$ cat config.mk
export PLATFORM = sky130hd
export DESIGN_NAME = bus_arbiter_rr
export DESIGN_NICKNAME = d
export VERILOG_FILES = /design/src/rtl/bus_pkg.sv /design/src/rtl/rr_pick.sv /design/src/rtl/bus_arbiter_rr.sv
export SDC_FILE = /design/constraint.sdc
export NUM_CORES = 1
export LEC_CHECK = 0
export CAP_MARGIN = 20
export CORE_AREA = 2 2 166 168
export CTS_CLUSTER_SIZE = 30
export DETAILED_ROUTE_END_ITERATION = 8
export DIE_AREA = 0 0 168 170
export PLACE_DENSITY = 0.4
export SLEW_MARGIN = 20
export SYNTH_ARGS = -nofsm -noshare
export SYNTH_HDL_FRONTEND = slang
export SYNTH_SLANG_ARGS = --single-unit
$ cat constraint.sdc
create_clock -name sysclock -period 7.2 [get_ports sysclock]
set_input_delay 1.08 -clock sysclock [delete_from_list [all_inputs] [get_ports sysclock]]
set_output_delay 1.08 -clock sysclock [all_outputs]
set_load 0.01 [all_outputs]
$ cat src/rtl/bus_pkg.sv
// Shared bus-fabric definitions: arbitration policy codes, arbiter FSM states
// and a one-hot to index encoder used by the arbiters.
package bus_pkg;

  localparam int ARB_FIXED   = 0;
  localparam int ARB_RR      = 1;
  localparam int MAX_MASTERS = 8;

  typedef enum logic {
    IDLE  = 1'b0,
    OWNED = 1'b1
  } arb_state_t;

  // OR-reduction encoder: exact for one-hot input, no priority chain.
  function automatic logic [2:0] onehot_to_idx(input logic [MAX_MASTERS-1:0] oh);
    logic [2:0] idx;
    idx = '0;
    for (int i = 0; i < MAX_MASTERS; i++) begin
      if (oh[i]) idx = idx | 3'(i);
    end
    return idx;
  endfunction

endpackage

$ cat src/rtl/rr_pick.sv
// Combinational rotating-priority picker. In round-robin mode the search starts
// at start_i and wraps; in fixed mode it always starts at index 0.
module rr_pick
  import bus_pkg::*;
#(
  parameter int N  = 4,
  parameter int IW = (N > 1) ? $clog2(N) : 1
) (
  input  logic [N-1:0]  req_i,
  input  logic [IW-1:0] start_i,
  input  logic          mode_i,
  output logic [N-1:0]  win_o
);

  always_comb begin
    logic found;
    int   base;
    int   idx;
    win_o = '0;
    found = 1'b0;
    base  = mode_i ? int'(start_i) : 0;
    idx   = 0;
    for (int k = 0; k < N; k++) begin
      idx = base + k;
      if (idx >= N) idx = idx - N;
      if (!found && req_i[idx]) begin
        win_o[idx] = 1'b1;
        found      = 1'b1;
      end
    end
  end

endmodule

$ cat src/rtl/bus_arbiter_rr.sv
// N-master Wishbone arbiter for one shared slave: fixed-priority or round-robin
// grant, optional beat-limit preemption, one-hot AND-OR datapath muxing.
module bus_arbiter_rr
  import bus_pkg::*;
#(
  parameter int NMASTERS = 4,
  parameter int AW       = 32,
  parameter int DW       = 32,
  parameter int MODE     = 1,
  parameter int MAXBEATS = 8
) (
  input  logic                     sysclock,
  input  logic                     rst_i,
  input  logic [NMASTERS-1:0]      m_cyc_i,
  input  logic [NMASTERS-1:0]      m_stb_i,
  input  logic [NMASTERS-1:0]      m_we_i,
  input  logic [NMASTERS*AW-1:0]   m_adr_i,
  input  logic [NMASTERS*DW-1:0]   m_dat_i,
  input  logic [NMASTERS*DW/8-1:0] m_sel_i,
  output logic [NMASTERS-1:0]      m_ack_o,
  output logic [DW-1:0]            m_dat_o,
  output logic                     s_cyc_o,
  output logic                     s_stb_o,
  output logic                     s_we_o,
  output logic [AW-1:0]            s_adr_o,
  output logic [DW-1:0]            s_dat_o,
  output logic [DW/8-1:0]          s_sel_o,
  input  logic [DW-1:0]            s_dat_i,
  input  logic                     s_ack_i,
  output logic [NMASTERS-1:0]      gnt_o,
  output logic                     busy_o
);

  localparam int SW = DW / 8;
  localparam int IW = $clog2(NMASTERS);
  localparam int CW = $clog2(MAXBEATS + 2);
  localparam logic          MODE_RR   = 1'(MODE == ARB_RR);
  localparam logic          LIMIT_EN  = 1'(MAXBEATS > 0);
  localparam logic [CW-1:0] LAST_BEAT = CW'((MAXBEATS > 0) ? MAXBEATS - 1 : 0);
  localparam logic [CW-1:0] MAX_CNT   = CW'(MAXBEATS);
  localparam logic [IW-1:0] PTR_LAST  = IW'(NMASTERS - 1);

  arb_state_t           state_q;
  logic [NMASTERS-1:0]  gnt_q;
  logic [CW-1:0]        beat_q;
  logic [IW-1:0]        ptr_q;

  logic [NMASTERS-1:0]  win;
  logic [IW-1:0]        start_idx;
  logic                 owner_cyc;
  logic                 others_req;
  logic                 preempt;
  logic                 tenure_end;

  assign start_idx = (ptr_q == PTR_LAST) ? '0 : ptr_q + 1'b1;

  rr_pick #(
    .N  (NMASTERS),
    .IW (IW)
  ) u_pick (
    .req_i   (m_cyc_i),
    .start_i (start_idx),
    .mode_i  (MODE_RR),
    .win_o   (win)
  );

  assign owner_cyc  = |(gnt_q & m_cyc_i);
  assign others_req = |(m_cyc_i & ~gnt_q);
  // Preemption only fires on an acked beat, so no beat is ever split.
  assign preempt    = LIMIT_EN && s_ack_i && (beat_q == LAST_BEAT) && others_req;
  // Owner drop and preemption on the same edge collapse into one release.
  assign tenure_end = !owner_cyc || preempt;

  always_ff @(posedge sysclock or posedge rst_i) begin
    if (rst_i) begin
      state_q <= IDLE;
      gnt_q   <= '0;
      beat_q  <= '0;
      ptr_q   <= PTR_LAST;
    end else begin
      case (state_q)
        IDLE: begin
          if (|m_cyc_i) begin
            state_q <= OWNED;
            gnt_q   <= win;
            if (MODE_RR) ptr_q <= IW'(onehot_to_idx(MAX_MASTERS'(win)));
          end
        end
        OWNED: begin
          if (tenure_end) begin
            state_q <= IDLE;
            gnt_q   <= '0;
            beat_q  <= '0;
          end else if (s_ack_i && (beat_q != MAX_CNT)) begin
            beat_q <= beat_q + 1'b1;
          end
        end
        default: begin
          state_q <= IDLE;
          gnt_q   <= '0;
          beat_q  <= '0;
        end
      endcase
    end
  end

  // gnt_q is zero outside OWNED, so every slave-side term is naturally idle.
  always_comb begin
    s_adr_o = '0;
    s_dat_o = '0;
    s_sel_o = '0;
    for (int i = 0; i < NMASTERS; i++) begin
      s_adr_o = s_adr_o | (m_adr_i[i*AW +: AW] & {AW{gnt_q[i]}});
      s_dat_o = s_dat_o | (m_dat_i[i*DW +: DW] & {DW{gnt_q[i]}});
      s_sel_o = s_sel_o | (m_sel_i[i*SW +: SW] & {SW{gnt_q[i]}});
    end
  end

  assign s_cyc_o = |(gnt_q & m_cyc_i);
  assign s_stb_o = |(gnt_q & m_cyc_i & m_stb_i);
  assign s_we_o  = |(gnt_q & m_cyc_i & m_we_i);
  assign m_ack_o = {NMASTERS{s_ack_i}} & gnt_q & m_cyc_i;
  assign m_dat_o = rst_i ? '0 : s_dat_i;
  assign gnt_o   = gnt_q;
  assign busy_o  = (state_q == OWNED);

endmodule

## Word-level counts from Yosys, hierarchy flattened

Index checks and enable logic that the tools add are counted.

| cells by class | value |
|---|---|
| order comparisons | 12 |
| bitwise operators | 32 |
| equal/unequal tests | 5 |
| reduce and logical (&&, ||, !) cells | 24 |
| mux-type cells | 44 |
| add/subtract/negate cells | 9 |

Operators with widths:

| operator | number |
|---|---|
| AND 32 bit | 8 |
| bitwise OR 32 bit | 6 |
| two-way mux 32 bit | 5 |
| greater-or-equal comparator 32 x 1 -> 1 bit (second input constant) | 4 |
| < comparator 32 x 4 -> 1 bit (second input constant) | 4 |
| greater-or-equal comparator 32 x 4 -> 1 bit (second input constant) | 3 |
| subtractor 32 x 4 -> 32 bit (second input constant) | 3 |
| AND 4 bit | 10 |
| two-way mux 4 bit | 8 |
| bitwise OR 4 bit | 6 |
| OR reduction 4 bit | 5 |
| two-way mux 1 bit | 18 |
| logical AND 1 bit | 10 |
| binary-select mux 1 bit (select 2 bit) | 4 |
| demux 1 bit (select 2 bit) | 4 |
| case mux 4 bit (2 select lines) | 1 |
| adder 2 x 2 -> 3 bit (second input constant) | 2 |
| two-way mux 2 bit | 3 |
| AND reduction 2 bit | 3 |
| adder 4 x 1 -> 4 bit (second input constant) | 1 |
| equality test 4 x 3 -> 1 bit (second input constant) | 1 |
| zero test 1 bit | 4 |
| != test 4 bit (second input constant) | 1 |
| NOT 4 bit | 1 |
| 11 further kinds | 11 |

| word-level totals | value |
|---|---|
| input bits | 319 |
| logic and storage cells | 130 |
| flip-flop bits (word level) | 11 |
| output and inout bits | 112 |

## Longest topological paths before layout

Gate-level depths: netlist of run 1.

| logic depth | value |
|---|---|
| depth in word-level cells | 20 |
| gate-level depth with buffers | 7 |
| mapped depth without buffers | 7 |

## Hierarchy

A second synthesis of run 1 with hierarchy kept.

| unflattened totals | value |
|---|---|
| cells, all modules | 414 |
| area, all modules | 2768.9 um^2 |

By module, submodules not included:

| module | sequential area each (um^2) | instances | area an instance (um^2) | cells each |
|---|---|---|---|---|
| bus_arbiter_rr | 277.8 | 1 | 2388.5 | 359 |
| rr_pick | 0.0 | 1 | 380.4 | 55 |

## Worst setup path after synthesis of run 1

Ideal clock, no wire load.

| timing | value |
|---|---|
| path kind | input -> output |
| start | input port m_cyc_i[2] |
| end | output port s_cyc_o |
| required time | 6.120 ns |
| stages on the path | 3 |
| slack | 4.605 ns |
| path buffers | 1 |
| arrival | 1.515 ns |
| path through | buf_2 -> a22oi_1 -> nand2_1 |

| on the way | value |
|---|---|
| cells in the longest elaborated chain, start to end | 2 |

Ends and longest elaborated chain:

| item | line | RTL |
|---|---|---|
| from (decl) | bus_arbiter_rr.sv:14 | `input logic [NMASTERS-1:0] m_cyc_i,` |
| AND 4 bit | bus_arbiter_rr.sv:119 | `assign s_cyc_o = \|(gnt_q & m_cyc_i);` |
| OR reduction 4 bit | bus_arbiter_rr.sv:119 |  |
| to (decl) | bus_arbiter_rr.sv:22 | `output logic s_cyc_o,` |

Every way passes these cells.

## Worst setup path in the final report of run 1

Same ends and word-level chain as after synthesis.

==> impl_metrics.ini, run 1 <==
[logic_synthesis]
synth_top_family_by_area = compound AO/OA/AOI/OAI gates
avgSynthCellArea_um2 = 6.92
syn_inst = 392
netlist_area_um2 = 2710
ys_top_cells_by_area = a22oi_1 (39%), nand2_1 (11%), dfrtp_1 (8.3%), nor2b_1 (7.4%), clkbuf_1 (4.8%)
yosysMostFrequentCell = a22oi_1
synth_warnings = 0
synth_common_cells = a22oi_1 (141), nand2_1 (77), clkbuf_1 (35)
synthAdderAreaFrac_pct = 4.61
synth-edff-count = 0
synth-async-reset-ratio_pct = 100
ys_seq_area_share_pct = 10.2
synth.distinct_cells = 41
yosysTopAreaCellShare_pct = 39.0
yosysTopAreaCell = a22oi_1
synthesis.nets = 721
synthXorXnorAreaFrac_pct = 0.646
ys_ff_latch = 11
synth_mux_area_share_pct = 5.12
yosys.area_share.simple_pct = 26.3
synth_compound_area_share_pct = 45.5
ys.flop_type = dfrtp_1

[die]
start_util_pct = 10.2
die_w_um = 168
design.die.area_um2 = 28600
num_io_pins = 431
die_h_um = 170
core_um2 = 26700
rows = 60

[sta]
skew_ps = 5.58
hold_viol = 0
setup_viol = 0
layout_setup_ws_ps = 3450
finalCritPeriodShare_pct = 52.1
fmax_mhz = 266
tightest_slew_ps = 816
rsz0062_at_grt = false
hold_ws_ps = 574
fin_crit_ps = 3750
maxSlewViolCount = 0
max-slew-margin-rel_pct = 45.6
tns_ps = 0

[cts]
cts_tree = done
clkTransAtPathRegs_ps = 40
numCtsBuffers = 3
numClockSinks = 11
clockBufferDepth = 2
ctsHoldBuffers = 0
clk_root_buffer_cell = clkbuf_16
htree_levels = 1
cts_post_setup_buffers_inserted = 0
ctsResizeCount = 0
clock_latency_ps = 230

[detailed_routing]
dr_wl_met3_um = 1900
drc_errors = 0
drt_pass1_iterations = 4
vias = 4736
wl_um = 22700
wire_per_inst_um = 20.0
dr.max_layer_used = met4
avgViaCountPerCell = 4.18
wl_met2_um = 11200
wl_met1_um = 9470
antenna_left = 0
drt_iter0_drc = 277

[job]
drv_cap = 0

[final_layout]
fin_cells = 1133
drive_gt1_share_pct = 2.91
fin_nets = 1121
post-route-util_pct = 27.8
seqCellArea_um2 = 283
stdcell_area_um2 = 7400
area_growth_pct = 173
fillers = 2860
multi_input_area_um2 = 2230

[power]
p_leak_nw = 2.81
peakVddDrop_v = 0.000106
powerDensity_nw_per_um2 = 278
p_total_mw = 2.06

[place]
dp_slack_ps = 3440
dp.cells = 1128
post-dp-hpwl_um = 18200
place.gp.congestion = 0.742
place_area_um2 = 7320
io_buffers = 430

[grt]
grt_pass1_vias = 4654
grt_pass1_wl_um = 30800
grt-ovfl-total = 0
grt_max_degree = 51
track_usage_pct = 14.2
antenna_found_initial = 2

[hold_path]
hp-class = reg -> reg
min-delay-start = busy_o
hold_depth = 2
hold_end = busy_o

[worst_setup_path]
cp_max_fo = 12
required_ps = 6120
cp.arrival_ps = 2670
r2r-start = ptr_q[0]
rr_worst_depth = 7
critPathCaptureType = output port
startpoint_type = input pin
r2r_slack_ps = 4430
r2r-end = gnt_o[3]
critical_path_class = in -> out

[status]
outcome = completed
kinds of logic (layout without fill, tap and decap cells):
| group | count (synthesis) | count (layout) |
|---|---|---|
| AOI/OAI and AO/OA | 165 | 165 |
| DFF | 11 | 11 |
| xor gates and xnor gates | 2 | 2 |
| other | 0 | 1 |
| muxes | 8 | 8 |
| and+or+nand+nor | 145 | 145 |
| adders and majority gates | 10 | 10 |
| buffers and inverters | 51 | 450 |
cell usage in the layout, fill, tap and decap left out, types with 3 or more instances in the layout:
cell / instances
dfrtp_1: 5
clkdlybuf4s50_1: 429
nor2b_1: 32
inv_1: 11
o21ai_0: 3
nand3_1: 10
nand2_1: 77
dfrtp_2: 4
a221oi_1: 3
nor2_1: 6
nand2b_1: 7
and3_1: 4
a22oi_1: 141
buf_4: 5
clkbuf_16: 3
ha_1: 10
mux2i_1: 3
metal layers:
layer | global-route usage [%] | vias up
li1 | - | 2301
met1 | 17.7 | 2194
met3 | 3.65 | 8
met4 | 1.13 | 0
met2 | 25.6 | 233
met5 | 0 | -
state kept, by name (all words and copies together), names as in the netlist:
signal	flops
busy_o	1
beat_q	4
gnt_o	4
ptr_q	2
report_power, final:
part	internal (mW)	leakage (nW)	switching, mW
sequential	0.0922	0.131	0.137
clock	0.0741	0.0382	0.0249
combinational	0.890	2.64	0.840
worst max-delay path by stage:
stage | start | endpoint | slack [ps] | cells after the start
after floorplan | m_cyc_i[2] | s_cyc_o | 4600 | 3
after global placement | rst_i | m_dat_o[7] | 3080 | 3
after detailed placement | m_cyc_i[2] | s_cyc_o | 3440 | 4
after CTS | gnt_o[2] | s_adr_o[0] | 3400 | 4
after global routing | gnt_o[2] | s_adr_o[0] | 3330 | 4
final | m_cyc_i[2] | s_cyc_o | 3450 | 4
worst max-delay path: stages:
cell	delay [ps]
clkdlybuf4s50_1	750
a22oi_1	160
nand2_1	130
clkdlybuf4s50_1	550
area by class of cell:
| type | instances | share of cell area [%] |
|---|---|---|
| antenna | 1 | 0.0338 |
| sequential | 11 | 3.82 |
| timing repair buffer | 435 | 58.6 |
| tap | 341 | 5.77 |
| inverter | 11 | 0.558 |
| clock buffer | 4 | 1.07 |
| multi-input combinational | 330 | 30.1 |
(Power assumes the default switching activity.)
==> run 2, diff against run 1 <==
--- a/config.mk
+++ b/config.mk
@@ -6,11 +6,11 @@
 export NUM_CORES = 1
 export LEC_CHECK = 0
 export CAP_MARGIN = 20
-export CORE_AREA = 2 2 166 168
+export CORE_AREA = 2 2 168 170
 export CTS_CLUSTER_SIZE = 30
 export DETAILED_ROUTE_END_ITERATION = 8
-export DIE_AREA = 0 0 168 170
-export PLACE_DENSITY = 0.4
+export DIE_AREA = 0 0 170 172
+export PLACE_DENSITY = 0.39
 export SLEW_MARGIN = 20
 export SYNTH_ARGS = -nofsm -noshare
 export SYNTH_HDL_FRONTEND = slang
==> constraint.sdc (replaced) <==
create_clock -name sysclock -period 3.7 [get_ports sysclock]
set_input_delay 0.555 -clock sysclock [delete_from_list [all_inputs] [get_ports sysclock]]
set_output_delay 0.555 -clock sysclock [all_outputs]
set_load 0.01 [all_outputs]
==> run 2 against run 1 <==
Final cell count is 0.79% higher. Clock-buffer cell count stayed put. Combinational power is 92% higher. Critical path depth stayed put. Sequential share of layout area is 0.053 points lower. Via count is 0.55% lower. Register-to-register slack worse by 3300 ps. Largest power group unchanged.
==> impl_metrics.ini, run 2 (synthesis gave the netlist of run 1 again) <==
[grt]
grt-ovfl-total = 0
grt_max_degree = 45
antenna_found_initial = 0
track_usage_pct = 12.3
grt_pass1_wl_um = 28000
grt_pass1_vias = 4834

[place]
post-dp-hpwl_um = 16200
dp_slack_ps = 909
place.gp.congestion = 0.734
io_buffers = 430

[cts]
cts_post_setup_buffers_inserted = 0
clockBufferDepth = 2
htree_levels = 1
clkTransAtPathRegs_ps = 40
clock_latency_ps = 230
ctsResizeCount = 0
cts_tree = done
numClockSinks = 11
numCtsBuffers = 3
ctsHoldBuffers = 0
clk_root_buffer_cell = clkbuf_16

[sta]
layout_setup_ws_ps = 899
fmax_mhz = 357
hold_ws_ps = 573
tns_ps = 0
skew_ps = 0.467
maxSlewViolCount = 0
fin_crit_ps = 2800
tightest_slew_ps = 785
setup_viol = 0
hold_viol = 0
rsz0062_at_grt = false
finalCritPeriodShare_pct = 75.7
max-slew-margin-rel_pct = 47.6

[status]
outcome = completed

[final_layout]
post-route-util_pct = 27.3
seqCellArea_um2 = 283
multi_input_area_um2 = 2240
fillers = 2970
drive_gt1_share_pct = 3.52
layout_common_cells = clkdlybuf4s50_1 (430), a22oi_1 (141), nand2_1 (77)
area_growth_pct = 177
antenna_cells = 0
final_common_cell = clkdlybuf4s50_1
fin_nets = 1126

[hold_path]
hp-class = reg -> reg
hold_end = busy_o
min-delay-start = busy_o
hold_depth = 2

[detailed_routing]
vias = 4710
drt_pass1_iterations = 5
drt_iter0_drc = 239
wl_um = 20100
antenna_left = 0
drc_errors = 0
wire_per_inst_um = 17.6
avgViaCountPerCell = 4.12

[worst_setup_path]
critical_path_class = reg -> out
startpoint_type = register
r2r_slack_ps = 1080
cpMaxStageDelayCell = dfrtp_2
cp_top_family = buffers and inverters
critPathCaptureType = output port
required_ps = 3140
cp_cell_sequence = buf_4, a22oi_1, nand2_1, clkdlybuf4s50_1
cp.depth = 4
rr_worst_depth = 7
cp.arrival_ps = 2250
r2r-start = ptr_q[0]
cpPeakStageDelay_ps = 870
r2r-end = gnt_o[3]
cp_num_buf_inv = 2
cp_max_fo = 33

[power]
p_leak_nw = 2.85
pwr-share-clk_pct = 5.0
peakVddDrop_v = 0.000207
pwr-share-seq_pct = 11.2
power_frac_comb_pct = 83.8
p_total_mw = 3.97
switching_share_pct = 46.2
net-switching-power_mw = 1.83
powerDensity_nw_per_um2 = 528
intPower_mw = 2.13

[job]
drv_cap = 0

[die]
rows = 61
die_h_um = 172
design.die.area_um2 = 29200
core_um2 = 27500
start_util_pct = 9.87
die_w_um = 170
num_io_pins = 431
[run 2: changes by cell type in the layout (fill, tap and decap cells not counted), sizes merged]
cell / before / now
buf: 6 / 10
clkdlybuf4s50: 429 / 430
diode: 1 / 0
[run 2: layout make-up]
class	count	area share, %
inverter	11	0.550
sequential	11	3.77
tap	346	5.77
clock buffer	4	1.05
timing repair buffer	440	59.0
multi-input combinational	330	29.8
[run 2: worst max-delay path by stage]
stage,slack [ps],to,startpoint
global route,760,s_dat_o[16],gnt_o[0]
detailed placement,910,gnt_o[3],m_cyc_i[3]
CTS,810,s_dat_o[16],gnt_o[0]
floorplan,1370,gnt_o[3],ptr_q[0]
global placement,940,gnt_o[3],m_cyc_i[1]
finish,900,s_dat_o[16],gnt_o[0]
[run 2: stage by stage]
step / area [um^2] / cells
after global placement: 7420 / 1138
final: 7500 / 1142
after detailed placement: 7420 / 1138
after global routing: 7500 / 1142
after CTS: 7500 / 1142
after floorplan: 2710 / 392
[run 2: layer usage]
layer / vias to the layer above / GRT usage (%) / share of wire (%)
li1: 2308 / - / -
met1: 2129 / 14.3 / 38
met2: 259 / 23.8 / 53
met3: 14 / 2.08 / 7.9
met4: 0 / 1.75 / 1.2
met5: - / 0 / 0
[run 2: power groups by stage]
stage          clock network [mW]  registers [mW]  logic, mW
2_1_floorplan                   0           0.229       1.72
3_3_place_gp                    0           0.465       3.41
3_5_place_dp                    0           0.460       3.34
4_1_cts                     0.201           0.460       3.37
5_1_grt                     0.206           0.474       3.62
6_report                    0.196           0.444       3.32
[run 2: worst min-delay path: cells and delay by family, from the launching register on]
kind             cells  cell delay, ps
DFF                  1             410
and+or+nand+nor      2             130
==> run 3, diff against run 2 <==
==> constraint.sdc (replaced) <==
create_clock -name sysclock -period 2.8 [get_ports sysclock]
set_input_delay 0.42 -clock sysclock [delete_from_list [all_inputs] [get_ports sysclock]]
set_output_delay 0.42 -clock sysclock [all_outputs]
set_load 0.01 [all_outputs]
==> run 3 against run 2 <==
Combinational power grew 39%. Final cell count up 0.79%. Clock power up 34%. Global-route usage increased by 0.085 points. Die area unchanged. Critical path depth increased by 3. Utilization grew 0.35 points. Setup slack worse by 660 ps. Flip-flop and latch count is the same. Register-to-register slack got worse by 840 ps. Largest cell class unchanged. Highest routed layer unchanged.
==> impl_metrics.ini, run 3 (synthesis gave the netlist of run 1 again) <==
[status]
outcome = completed

[final_layout]
fin_cells = 1151
fin_nets = 1135
area_growth_pct = 180
drive_gt1_share_pct = 4.72
layout_common_cells = clkdlybuf4s50_1 (430), a22oi_1 (141), nand2_1 (77)
final_common_cell = clkdlybuf4s50_1
antenna_cells = 0

[cts]
ctsHoldBuffers = 0
clock_latency_ps = 240
htree_levels = 1
clk_root_buffer_cell = clkbuf_16
clockBufferDepth = 2
ctsResizeCount = 0
cts_post_setup_buffers_inserted = 0
cts_tree = done
clkTransAtPathRegs_ps = 40
numCtsBuffers = 3
numClockSinks = 11

[grt]
use_met3_pct = 2.38
grt_pass1_vias = 4735
antenna_found_initial = 0
grt_pass1_wl_um = 28200
track_usage_pct = 12.3
grt_max_degree = 47
grt-ovfl-total = 0
use_met1_pct = 14.9
grt.busiest_layer = met2
grt_use_met2_pct = 23.5

[sta]
tns_ps = 0
finalCritPeriodShare_pct = 91.3
max-slew-margin-rel_pct = 64.1
rsz0062_at_grt = false
maxSlewViolCount = 0
skew_ps = 0.702
fmax_mhz = 391
hold_viol = 0
setup_viol = 0
fin_crit_ps = 2560
tightest_slew_ps = 538

[job]
drv_cap = 0

[worst_setup_path]
cp_cell_sequence = inv_1, ha_1, mux2i_1, mux2i_2, or2b_1, a221oi_1, o22ai_1
startpoint_type = register
cp_num_buf_inv = 1
required_ps = 2900
cp.arrival_ps = 2660
cpPeakStageDelay_ps = 600
critPathCaptureType = register
cpMaxStageDelayCell = dfstp_2
cp_top_family = flip-flops
cp.depth = 7
r2r_slack_ps = 240
critical_path_class = reg -> reg
rr_worst_depth = 7
r2r-end = gnt_o[3]
r2r-start = ptr_q[0]
cp_max_fo = 6

[hold_path]
hold_depth = 2
min-delay-start = busy_o
hold_end = busy_o
hp-class = reg -> reg

[detailed_routing]
avgViaCountPerCell = 4.11
drc_errors = 0
wire_per_inst_um = 17.5
drt_iter0_drc = 212
drt_pass1_iterations = 5
wl_um = 20100
vias = 4725
antenna_left = 0

[place]
io_buffers = 430
post-dp-hpwl_um = 16700
place.gp.congestion = 0.732
dp.cells = 1147

[die]
core_um2 = 27500
design.die.area_um2 = 29200
rows = 61
die_w_um = 170
die_h_um = 172
num_io_pins = 431
start_util_pct = 9.87

[power]
p_leak_nw = 2.91
power_frac_comb_pct = 86.4
switching_share_pct = 45.6
net-switching-power_mw = 2.44
pwr-share-seq_pct = 8.7
intPower_mw = 2.91
powerDensity_nw_per_um2 = 704
peakVddDrop_v = 0.000407
pwr-share-clk_pct = 4.9
[run 3: power groups by stage]
| stage | logic (mW) | registers, mW | clock network (mW) |
|---|---|---|---|
| 3_3_place_gp | 4.72 | 0.484 | 0 |
| 5_1_grt | 5.03 | 0.495 | 0.274 |
| 2_1_floorplan | 2.27 | 0.303 | 0 |
| 3_5_place_dp | 4.65 | 0.477 | 0 |
| 4_1_cts | 4.68 | 0.473 | 0.267 |
| 6_report | 4.63 | 0.464 | 0.262 |
[run 3: per-layer routing]
layer / share of wire (%) / up-vias
li1: - / 2329
met1: 40 / 2143
met2: 52 / 249
met3: 7.9 / 4
met4: 0.24 / 0
met5: 0 / -
[run 3: worst min-delay path, cell delays in order (launching register included)]
cell and delay (ps):
dfrtp_1 390, nand2_1 70, nand2_1 60
[run 3: through the flow]
step	utilization (%)	hold slack [ps]	instance area, um^2	total power [mW]	setup slack, ps
after floorplan	-	484	2710	2.57	469
after global placement	27.4	583	7520	5.20	142
after detailed placement	27.4	552	7520	5.13	109
after CTS	27.6	564	7600	5.42	104
after global routing	27.7	615	7600	5.80	86.7
final	27.7	554	7600	5.35	244
[run 3: worst max path at each step]
| stage | from | to | slack [ps] |
|---|---|---|---|
| final | ptr_q[0] | gnt_o[3] | 240 |
| after global routing | ptr_q[0] | gnt_o[3] | 90 |
| after CTS | ptr_q[0] | gnt_o[3] | 100 |
| after detailed placement | ptr_q[0] | gnt_o[3] | 110 |
| after global placement | ptr_q[0] | gnt_o[3] | 140 |
| after floorplan | ptr_q[0] | gnt_o[3] | 470 |
[run 3: final cells by class]
type,instances,area (um^2)
multi-input combinational,330,2240
inverter,11,41.3
sequential,11,283
tap,346,433
clock buffer,4,78.8
timing repair buffer,449,4520
fill,2968,19900
